### src/rtl/tlc_phase_scheduler.sv
// Four-approach traffic phase sequencer (GREEN->YELLOW->ALL_RED, N,E,S,W) with tick-based dwell
// timing and fixed-priority emergency hold/pre-emption. Lamps and ack decode from registered state.
module tlc_phase_scheduler #(
   parameter int CNT_W        = 8,
   parameter int GREEN_TICKS  = 30,
   parameter int MIN_GREEN    = 5,
   parameter int YELLOW_TICKS = 4,
   parameter int ALLRED_TICKS = 2,
   parameter int MAX_HOLD     = 60
) (
   input  logic       clk,
   input  logic       rst,
   input  logic       tick,
   input  logic [3:0] emerg_req,
   output logic [3:0] emerg_ack,
   output logic [1:0] phase,
   output logic [1:0] north_l,
   output logic [1:0] east_l,
   output logic [1:0] south_l,
   output logic [1:0] west_l
);

   typedef enum logic [1:0] {S_GREEN, S_YELLOW, S_ALL_RED} state_t;

   localparam logic [1:0] LAMP_RED    = 2'd0;
   localparam logic [1:0] LAMP_YELLOW = 2'd1;
   localparam logic [1:0] LAMP_GREEN  = 2'd2;

   localparam logic [CNT_W-1:0] GREEN_C  = CNT_W'(GREEN_TICKS);
   localparam logic [CNT_W-1:0] MIN_C    = CNT_W'(MIN_GREEN);
   localparam logic [CNT_W-1:0] YELLOW_C = CNT_W'(YELLOW_TICKS);
   localparam logic [CNT_W-1:0] ALLRED_C = CNT_W'(ALLRED_TICKS);
   localparam logic [CNT_W-1:0] HOLD_C   = CNT_W'(MAX_HOLD);

   state_t           state;
   logic [CNT_W-1:0] cnt;
   logic [CNT_W-1:0] hold;
   logic             held_out;

   logic [3:0]       phase_bit;
   logic             own_req;
   logic             other_req;
   logic [CNT_W-1:0] cnt_inc;
   logic [CNT_W-1:0] hold_inc;
   logic [3:0]       cand;
   logic             win_vld;
   logic [1:0]       win_phase;
   logic [1:0]       lamp_val;

   // Request bit 3 is north (phase 0), bit 0 is west (phase 3).
   assign phase_bit = 4'b1000 >> phase;
   assign own_req   = |(emerg_req & phase_bit);
   assign other_req = |(emerg_req & ~phase_bit);
   assign cnt_inc   = cnt + 1'b1;
   assign hold_inc  = hold + 1'b1;

   // A phase that just ran out its hold cannot immediately win itself back.
   assign cand    = emerg_req & ~(held_out ? phase_bit : 4'b0000);
   assign win_vld = |cand;

   always_comb begin
      win_phase = 2'd3;
      if (cand[3])      win_phase = 2'd0;
      else if (cand[2]) win_phase = 2'd1;
      else if (cand[1]) win_phase = 2'd2;
   end

   always_ff @(posedge clk or posedge rst) begin
      if (rst) begin
         state    <= S_GREEN;
         phase    <= 2'd0;
         cnt      <= '0;
         hold     <= '0;
         held_out <= 1'b0;
      end else begin
         case (state)
            S_GREEN: begin
               if (own_req) begin
                  if (tick) begin
                     if (cnt < GREEN_C) begin
                        cnt <= cnt_inc;
                     end else if (hold_inc >= HOLD_C) begin
                        state    <= S_YELLOW;
                        cnt      <= '0;
                        hold     <= '0;
                        held_out <= 1'b1;
                     end else begin
                        hold <= hold_inc;
                     end
                  end
               end else if (other_req && (cnt >= MIN_C)) begin
                  // Pre-emption ignores a coincident tick: the new state starts at zero.
                  state <= S_YELLOW;
                  cnt   <= '0;
                  hold  <= '0;
               end else if (tick) begin
                  if (cnt_inc >= GREEN_C) begin
                     state <= S_YELLOW;
                     cnt   <= '0;
                     hold  <= '0;
                  end else begin
                     cnt <= cnt_inc;
                  end
               end
            end
            S_YELLOW: begin
               if (tick) begin
                  if (cnt_inc >= YELLOW_C) begin
                     state <= S_ALL_RED;
                     cnt   <= '0;
                  end else begin
                     cnt <= cnt_inc;
                  end
               end
            end
            S_ALL_RED: begin
               if (tick) begin
                  if (cnt_inc >= ALLRED_C) begin
                     state    <= S_GREEN;
                     cnt      <= '0;
                     held_out <= 1'b0;
                     phase    <= win_vld ? win_phase : 2'(phase + 2'd1);
                  end else begin
                     cnt <= cnt_inc;
                  end
               end
            end
            default: begin
               state <= S_GREEN;
               cnt   <= '0;
               hold  <= '0;
            end
         endcase
      end
   end

   always_comb begin
      lamp_val = LAMP_RED;
      if (state == S_GREEN)       lamp_val = LAMP_GREEN;
      else if (state == S_YELLOW) lamp_val = LAMP_YELLOW;
   end

   always_comb begin
      north_l = LAMP_RED;
      east_l  = LAMP_RED;
      south_l = LAMP_RED;
      west_l  = LAMP_RED;
      case (phase)
         2'd0:    north_l = lamp_val;
         2'd1:    east_l  = lamp_val;
         2'd2:    south_l = lamp_val;
         default: west_l  = lamp_val;
      endcase
   end

   assign emerg_ack = (state == S_GREEN) ? (emerg_req & phase_bit) : 4'b0000;

endmodule

### config.mk
export PLATFORM = sky130hd
export DESIGN_NAME = tlc_phase_scheduler
export DESIGN_NICKNAME = d
export VERILOG_FILES = /design/src/rtl/tlc_phase_scheduler.sv
export SDC_FILE = /design/constraint.sdc
export NUM_CORES = 1
export LEC_CHECK = 0
export CAP_MARGIN = 20
export CORE_MARGIN = 5
export CORE_UTILIZATION = 55
export DETAILED_ROUTE_END_ITERATION = 8
export MAX_ROUTING_LAYER = met4
export PLACE_DENSITY = 0.81
export SYNTH_ARGS = -nofsm -noshare
export SYNTH_HDL_FRONTEND = slang
export SYNTH_SLANG_ARGS = --single-unit
### constraint.sdc
create_clock -name clk -period 3.3 [get_ports clk]
set_input_delay 0.825 -clock clk [delete_from_list [all_inputs] [get_ports clk]]
set_output_delay 0.825 -clock clk [all_outputs]
set_load 0.01 [all_outputs]
=== Word level (Yosys, flattened, before mapping) ===
Index checks and enable logic that the tools add are counted.

* Add/subtract/negate cells: 3
* Multipliers: 0
* Div/mod/pow operators: 0
* Magnitude comparators: 6
* Equality and inequality tests: 18
* Shift-type cells: 1
* Mux-type cells: 51
* Bitwise gates (word level): 6
* Reduce and logical (&&, ||, !) cells: 14

{| class="wikitable"
|+ Operators with widths
! cell !! number
|-
| 8-bit 2-to-1 mux || 18
|-
| 2-bit 2-to-1 mux || 19
|-
| 8-bit one-hot mux with 3 select lines || 1
|-
| 8-bit by 1-bit adder with 8-bit output, second input constant || 2
|-
| 8-bit by 3-bit >= comparator with 1-bit output, second input constant || 2
|-
| 2-bit != test, second input constant || 8
|-
| 8-bit one-hot mux with 2 select lines || 1
|-
| 4-bit AND || 3
|-
| 3-bit != test, second input constant || 4
|-
| 4-bit OR reduction || 3
|-
| 5-bit AND reduction || 2
|-
| 9-bit AND reduction || 1
|-
| 8-bit by 2-bit >= comparator with 1-bit output, second input constant || 1
|-
| 8-bit by 5-bit >= comparator with 1-bit output, second input constant || 1
|-
| 8-bit by 6-bit >= comparator with 1-bit output, second input constant || 1
|-
| 8-bit by 5-bit less-than comparator with 1-bit output, second input constant || 1
|-
| 1-bit 2-to-1 mux || 8
|-
| 4-bit 2-to-1 mux || 2
|-
| 4-bit != test, second input constant || 2
|-
| 4-bit NOT || 2
|-
| 7-bit AND reduction || 1
|-
| 2-bit one-hot mux with 3 select lines || 1
|-
| 2-bit by 1-bit equality test with 1-bit output, second input constant || 2
|-
| 2-bit equality test, second input constant || 2
|-
| 10 further kinds || 11
|}

* Register bits after elaboration: 21
* Bits in latches: 0
* Memory bits (writable): 0
* Memory bits (read-only): 0
* Bits of input ports: 7
* Output and inout bits: 14
* Logic and storage cells: 104
* Memories kept: 0

=== Longest topological paths before layout ===
Gate-level depths: netlist (run 1).

* Depth after elaboration: 8
* Depth in mapped cells: 10

=== Worst setup path before layout (run 1) ===
Ideal clock, no wire load.

* Kind: input to register
* Start point: in emerg_req[0]
* End point: reg state[0]
* Setup time: 128 ps
* Arrival: 2276 ps
* Required time: 3172 ps
* Slack: 897 ps
* Stages: 7
* Buffers on the path: 0
* Cell sequence: a22o_1 a221oi_4 or2b_4 nand2b_2 o211ai_2 nor3_2 mux2_1

* Word-level cells in the longest chain between the ends: 6
* Elaborated cells on any way between the ends: 14

{| class="wikitable"
|+ RTL lines
! element !! line !! text
|-
| from (decl) || 14 || <nowiki>input logic [3:0] emerg_req,</nowiki>
|-
| 4-bit AND || 53 || <nowiki>assign other_req = |(emerg_req & ~phase_bit);</nowiki>
|-
| 4-bit OR reduction || 53 ||
|-
| 1-bit logical AND || 91 || <nowiki>end else if (other_req && (cnt >= MIN_C)) begin</nowiki>
|-
| 2-bit 2-to-1 mux || 91 ||
|-
| 2-bit 2-to-1 mux || 78 || <nowiki>if (own_req) begin</nowiki>
|-
| 2-bit one-hot mux with 3 select lines || 76 || <nowiki>case (state)</nowiki>
|-
| to (signal assigned) || 83 || <nowiki>state <= S_YELLOW;</nowiki>
|-
| to (signal assigned) || 93 || <nowiki>state <= S_YELLOW;</nowiki>
|-
| to (signal assigned) || 98 || <nowiki>state <= S_YELLOW;</nowiki>
|-
| to (decl) || 35 || <nowiki>state_t state;</nowiki>
|}

Parallel ways exist; a longest one is shown, timed or not.
A chain may end at the register's enable or synchronous reset.

=== Worst setup path after layout (run 1) ===
* Start point: in emerg_req[2]
* End point: out emerg_ack[2]

* Word-level cells in the longest chain between the ends: 2

{| class="wikitable"
|+ RTL lines
! element !! line !! text
|-
| 4-bit AND || 156 || <nowiki>assign emerg_ack = (state == S_GREEN) ? (emerg_req & phase_bit) : 4'b0000;</nowiki>
|-
| 4-bit 2-to-1 mux || 156 ||
|-
| to (decl) || 15 || <nowiki>output logic [3:0] emerg_ack,</nowiki>
|}

Every way passes these cells.

==> impl_metrics.toml, run 1 <==
[synth]
syn_area_per_cell_um2 = 9.26
synth_edf_count = 0
yosysTopAreaCellShare_pct = 29.7
synth.most_common_cell = "dfrtp_1"
syn_nets = 212
ys_async_sr_fraction_pct = 100
synth_cells = 191
synth_ff_type = "dfrtp_1"
yosysWarnings = 0
syn_area_um2 = 1770
ys_seq_area_share_pct = 29.7
ys_top_cells_by_area = "dfrtp_1 (30%), ha_1 (9.9%), and2_1 (4.6%)"
yosys-top-cells-count = "dfrtp_1 (21), nand2_1 (17), inv_1 (16), ha_1 (14), and2_1 (13)"
yosys.area.top_type = "dfrtp_1"
yosysUniqueCellTypes = 63
ys_seq_elements = 21

[drt]
avgRoutedWirePerCell_um = 15.2
drt_iter0_drc = 116
vias_per_cell = 5.91
firstDrtPassIters = 4
via_count = 1507
drt-total-wl_mm = 3.86
drtAntennaViolNets = 0
drc = 0

[cts]
path_clk_slew_ns = 0.12
cts-resized-gates = 0
ctsRootBufferMaster = "clkbuf_4"
numCtsBuffers = 3
post-cts-setup-buffers = 0
insertion_delay_ns = 0.30
postCtsHoldBufs = 0
tritoncts = "done"
cts_buffer_depth = 2
h-tree-depth = 1
cts.sinks = 21

[die]
dieArea_um2 = 4450
die_x_um = 66.7
core_area_um2 = 3080
die_h_um = 66.7
start_util_pct = 57.4
rows = 20
io-pin-count = 21

[hold_path]
hold_path_class = "reg -> reg"
worstHoldStart = "hold[0]$_DFFE_PP0P_"

[sta]
post-route-period-util_pct = 88.8
finalWorstSetupSlack_ns = 0.370
rsz0062_at_grt = "no"
skew_ns = 0.00516
fin_setup_tns_ns = 0
slew_headroom_pct = 48.0
slew_viol_final = 0
finalHoldViolCount = 0
fmax_ghz = 0.341
whs_ns = 0.546
worstMarginPinSlew_ns = 0.779
setup_viol = 0
fin_crit_ns = 2.93

[power_and_ir_drop]
p_leak_nw = 0.849
powerDensity_nw_per_um2 = 728
p_total_mw = 1.47
vdd_ir_drop_max_mv = 0.483

[global_routing]
antenna_found_initial = 0
grt_overflow_total = 0
grt_pass1_vias = 1527
grt_max_degree = 22
grt_use_total_pct = 20.4
grt_pass1_wl_mm = 6.85

[critical_path]
reg2regPathDepth = 9
endpoint_kind = "output pin"
cp-start-kind = "primary input"
r2r-start = "state[0]$_DFFE_PP0P_"
rrSetupSlack_ns = 0.61
worstReg2RegEnd = "cnt[3]$_DFFE_PP0P_"
worstSetupPathType = "in -> out"
crit_end = "emerg_ack[2]"
cp_max_fo = 4
cp.arrival_ns = 2.10
crit_start = "emerg_req[2]"
required_ns = 2.47

[placement]
port_buffers = 20
dp_hpwl_mm = 3.07
place.gp.congestion = 0.888
preCtsSetupSlack_ns = 0.208

[finish]
drive_above_1_share_pct = 10.9
finalNetCount = 233
area_delta_synth_final_pct = 14.3
diodes = 0
fin_util_pct = 65.7

[run]
max_cap_violations = 0

[outcome]
status = "completed"
[layout by cell type, fill, tap and decap left out, types with 3 or more instances in the layout]
| cell | n |
|---|---|
| clkbuf_4 | 3 |
| o22ai_1 | 4 |
| and3_1 | 5 |
| ha_1 | 14 |
| and2_1 | 13 |
| nand2b_1 | 5 |
| dfrtp_1 | 21 |
| nand2_1 | 17 |
| nor2_1 | 12 |
| inv_1 | 16 |
| clkdlybuf4s50_1 | 20 |
| nand3_1 | 8 |
| nor2b_1 | 3 |
| a31oi_1 | 4 |
| o21ai_0 | 5 |
| a21oi_1 | 4 |
[layout make-up]
| type | instances | area (um2) |
|---|---|---|
| clock buffer | 4 | 26.3 |
| fill | 271 | 1060 |
| inverter | 16 | 60.1 |
| multi-input combinational | 149 | 1150 |
| sequential | 21 | 526 |
| tap | 44 | 55.1 |
| timing repair buffer | 21 | 208 |
[report_power, final]
part | internal (mW) | switching (mW)
Clock | 0.0471 | 0.0757
Sequential | 0.313 | 0.0864
Combinational | 0.444 | 0.506
Total | 0.804 | 0.668
[worst min-delay path by stage]
stage / slack, ns / depth (start not counted) / end
floorplan: 0.48 / 1 / cnt[5]$_DFFE_PP0P_
finish: 0.55 / 1 / hold[0]$_DFFE_PP0P_
global placement: 0.52 / 1 / hold[0]$_DFFE_PP0P_
detailed placement: 0.53 / 1 / cnt[5]$_DFFE_PP0P_
CTS: 0.55 / 1 / hold[0]$_DFFE_PP0P_
global route: 0.58 / 1 / hold[0]$_DFFE_PP0P_
[per-layer routing]
metal | vias to the layer above | global-route usage [%] | wire length [um]
met4 | 0 | 7.11 | 75
met5 | - | - | 0
li1 | 737 | - | -
met2 | 37 | 36.0 | 1980
met3 | 8 | 2.02 | 173
met1 | 725 | 24.0 | 1630
[state kept, by name (all words and copies together) (netlist names)]
register	count
phase	2
state	2
hold	8
held_out	1
cnt	8
[kinds of logic (layout without fill, tap and decap cells)]
group / after synthesis / in the layout / synth area share [%]
adder cells (fa/ha/maj): 14 / 14 / 9.91
AO/OA/AOI/OAI: 47 / 47 / 23.3
AND/OR/NAND/NOR: 85 / 85 / 29.8
multiplexers: 3 / 3 / 1.84
flip-flops: 21 / 21 / 29.7
buffers and inverters: 21 / 41 / 5.45
[worst max-delay path: stages]
cell	delay (ns)
clkdlybuf4s50_1	0.56
and3_1	0.19
clkdlybuf4s50_1	0.53
[metrics by stage]
step	cells	cell area, um2
3_5_place_dp	251	1990
5_1_grt	255	2020
6_report	255	2020
4_1_cts	255	2020
2_1_floorplan	191	1770
3_3_place_gp	251	1990
No activity file was read; power rests on OpenSTA's default activity.
==> inputs of run 2 (changes only) <==
Settings changed: CORE_MARGIN 5 to 4.
==> run 2 against run 1 <==
Effect of this change:
- sequential power is 1% higher
- highest routed layer unchanged
- register-to-register slack worse by 0.07 ns
- worst hold slack worse by 0.012 ns
- first-iteration DRC count is 23% lower
- non-clock buffer count is 1 lower
- final area is 0.31% lower
- clock power hardly changed
- sequential cell count stayed put
- largest cell class unchanged
- via count is 0.46% lower
- combinational power hardly changed
- worst setup slack worse by 0.010 ns
- cell count is 0.39% lower
==> impl_metrics.toml, run 2 (synthesis gave the netlist of run 1 again) <==
[drt]
drtAntennaViolNets = 0
firstDrtPassIters = 4
via_count = 1500
avgRoutedWirePerCell_um = 15.1
vias_per_cell = 5.91
drt-total-wl_mm = 3.84
drt_iter0_drc = 89
drc = 0

[die]
dieArea_um2 = 4190
rows = 20
die_h_um = 64.7
start_util_pct = 57.9
core_area_um2 = 3050
io-pin-count = 21
die_x_um = 64.7

[cts]
cts-resized-gates = 0
numCtsBuffers = 3
tritoncts = "done"
cts.sinks = 21
h-tree-depth = 1
postCtsHoldBufs = 0
post-cts-setup-buffers = 0
cts_buffer_depth = 2
path_clk_slew_ns = 0.12
ctsRootBufferMaster = "clkbuf_4"
insertion_delay_ns = 0.30

[finish]
final.fill_count = 273
finalNetCount = 232
diodes = 0
final_common_cell = "dfrtp_1"
drive_above_1_share_pct = 11.0
mostFrequentLayoutCells = "dfrtp_1 (21), clkdlybuf4s50_1 (20), nand2_1 (17), inv_1 (16), ha_1 (14)"
area_delta_synth_final_pct = 13.9
top_regs = "cnt x8, hold x8"

[sta]
finalHoldViolCount = 0
rsz0062_at_grt = "no"
fmax_ghz = 0.340
fin_crit_ns = 2.94
slew_headroom_pct = 46.9
skew_ns = 0.00314
whs_ns = 0.534
post-route-period-util_pct = 89.1
worstMarginPinSlew_ns = 0.796
setup_viol = 0
fin_setup_tns_ns = 0
slew_viol_final = 0

[power_and_ir_drop]
switchingPower_mw = 0.680
p_int_mw = 0.795
combPwrFrac_pct = 64.3
seq_power_share_pct = 27.3
p_sw_share_pct = 46.1
powerDensity_nw_per_um2 = 732
p_clk_share_pct = 8.3
vdd_ir_drop_max_mv = 0.380
p_leak_nw = 0.847

[critical_path]
crit_chain = "clkdlybuf4s50_1 > and3_1 > clkdlybuf4s50_1"
critical_path.most_common_cell = "clkdlybuf4s50_1"
cp-start-kind = "primary input"
cp.arrival_ns = 2.12
required_ns = 2.47
endpoint_kind = "output pin"
cp_max_fo = 4
worst_path_max_delay_cell = "clkdlybuf4s50_1"
cpPeakStageDelay_ns = 0.56
worstSetupPathType = "in -> out"

[global_routing]
grt_pass1_vias = 1476
grt_overflow_total = 0
antenna_found_initial = 0
grt_pass1_wl_mm = 6.70
grt_use_total_pct = 20.7
grt_max_degree = 22

[placement]
place.gp.congestion = 0.853
dp_hpwl_mm = 2.95
port_buffers = 20

[outcome]
status = "completed"

[run]
max_cap_violations = 0

[hold_path]
hold_path_class = "reg -> reg"
-- run 2: cell count changes in the layout (fill, tap and decap cells not counted) --
| cell | delta |
|---|---|
| buf_4 | -1 |
| clkbuf_1 | -1 |
| clkinv_2 | +1 |
-- run 2: final timing paths --
kind,from,end,slack (ns),cells past startpoint
max,emerg_req[2],emerg_ack[2],0.36,3
min,hold[0]$_DFFE_PP0P_,hold[0]$_DFFE_PP0P_,0.53,1
max reg2reg,state[0]$_DFFE_PP0P_,cnt[3]$_DFFE_PP0P_,0.54,9
min reg2reg,hold[0]$_DFFE_PP0P_,hold[0]$_DFFE_PP0P_,0.53,1
max in group asynchronous,rst,hold[6]$_DFFE_PP0P_,1.85,2
min in group asynchronous,rst,cnt[3]$_DFFE_PP0P_,0.96,2
-- run 2: routing by layer --
layer / vias to the layer above / wire (um) / track usage [%]
li1: 735 / - / -
met3: 6 / 153 / 2.95
met2: 44 / 1990 / 36.1
met4: 0 / 40 / 7.65
met5: - / 0 / -
met1: 715 / 1660 / 24.4
-- run 2: layout make-up --
class	instances	area, um2	share of cell area (%)
Timing Repair Buffer	20	200	9.94
Sequential cell	21	526	26.1
Inverter	16	60.1	2.98
Clock buffer	3	22.5	1.12
Multi-Input combinational cell	149	1150	56.9
Clock inverter	1	5.00	0.248
Tap cell	44	55.1	2.73
-- run 2: critical path, delay by kind of cell --
family                 cells  cell delay [ns]
and+or+nand+nor            1             0.19
buffers and inverters      2             1.10
-- run 2: power by group through the flow --
stage               clock network [mW]  logic (mW)  registers [mW]
floorplan                            0       0.727           0.388
global placement                     0       0.900           0.399
detailed placement                   0       0.938           0.406
CTS                              0.127       0.944           0.401
global route                     0.141        1.04           0.416
finish                           0.123       0.948           0.403
-- run 2: through the flow --
stage	utilization [%]	std cells	area (um2)	setup WS, ns	total power, mW
floorplan	-	191	1770	0.897	1.11
global placement	65.1	250	1990	0.277	1.30
detailed placement	65.1	250	1990	0.221	1.34
CTS	66.0	254	2010	0.336	1.47
global route	66.0	254	2010	0.262	1.60
finish	66.0	254	2010	0.360	1.47
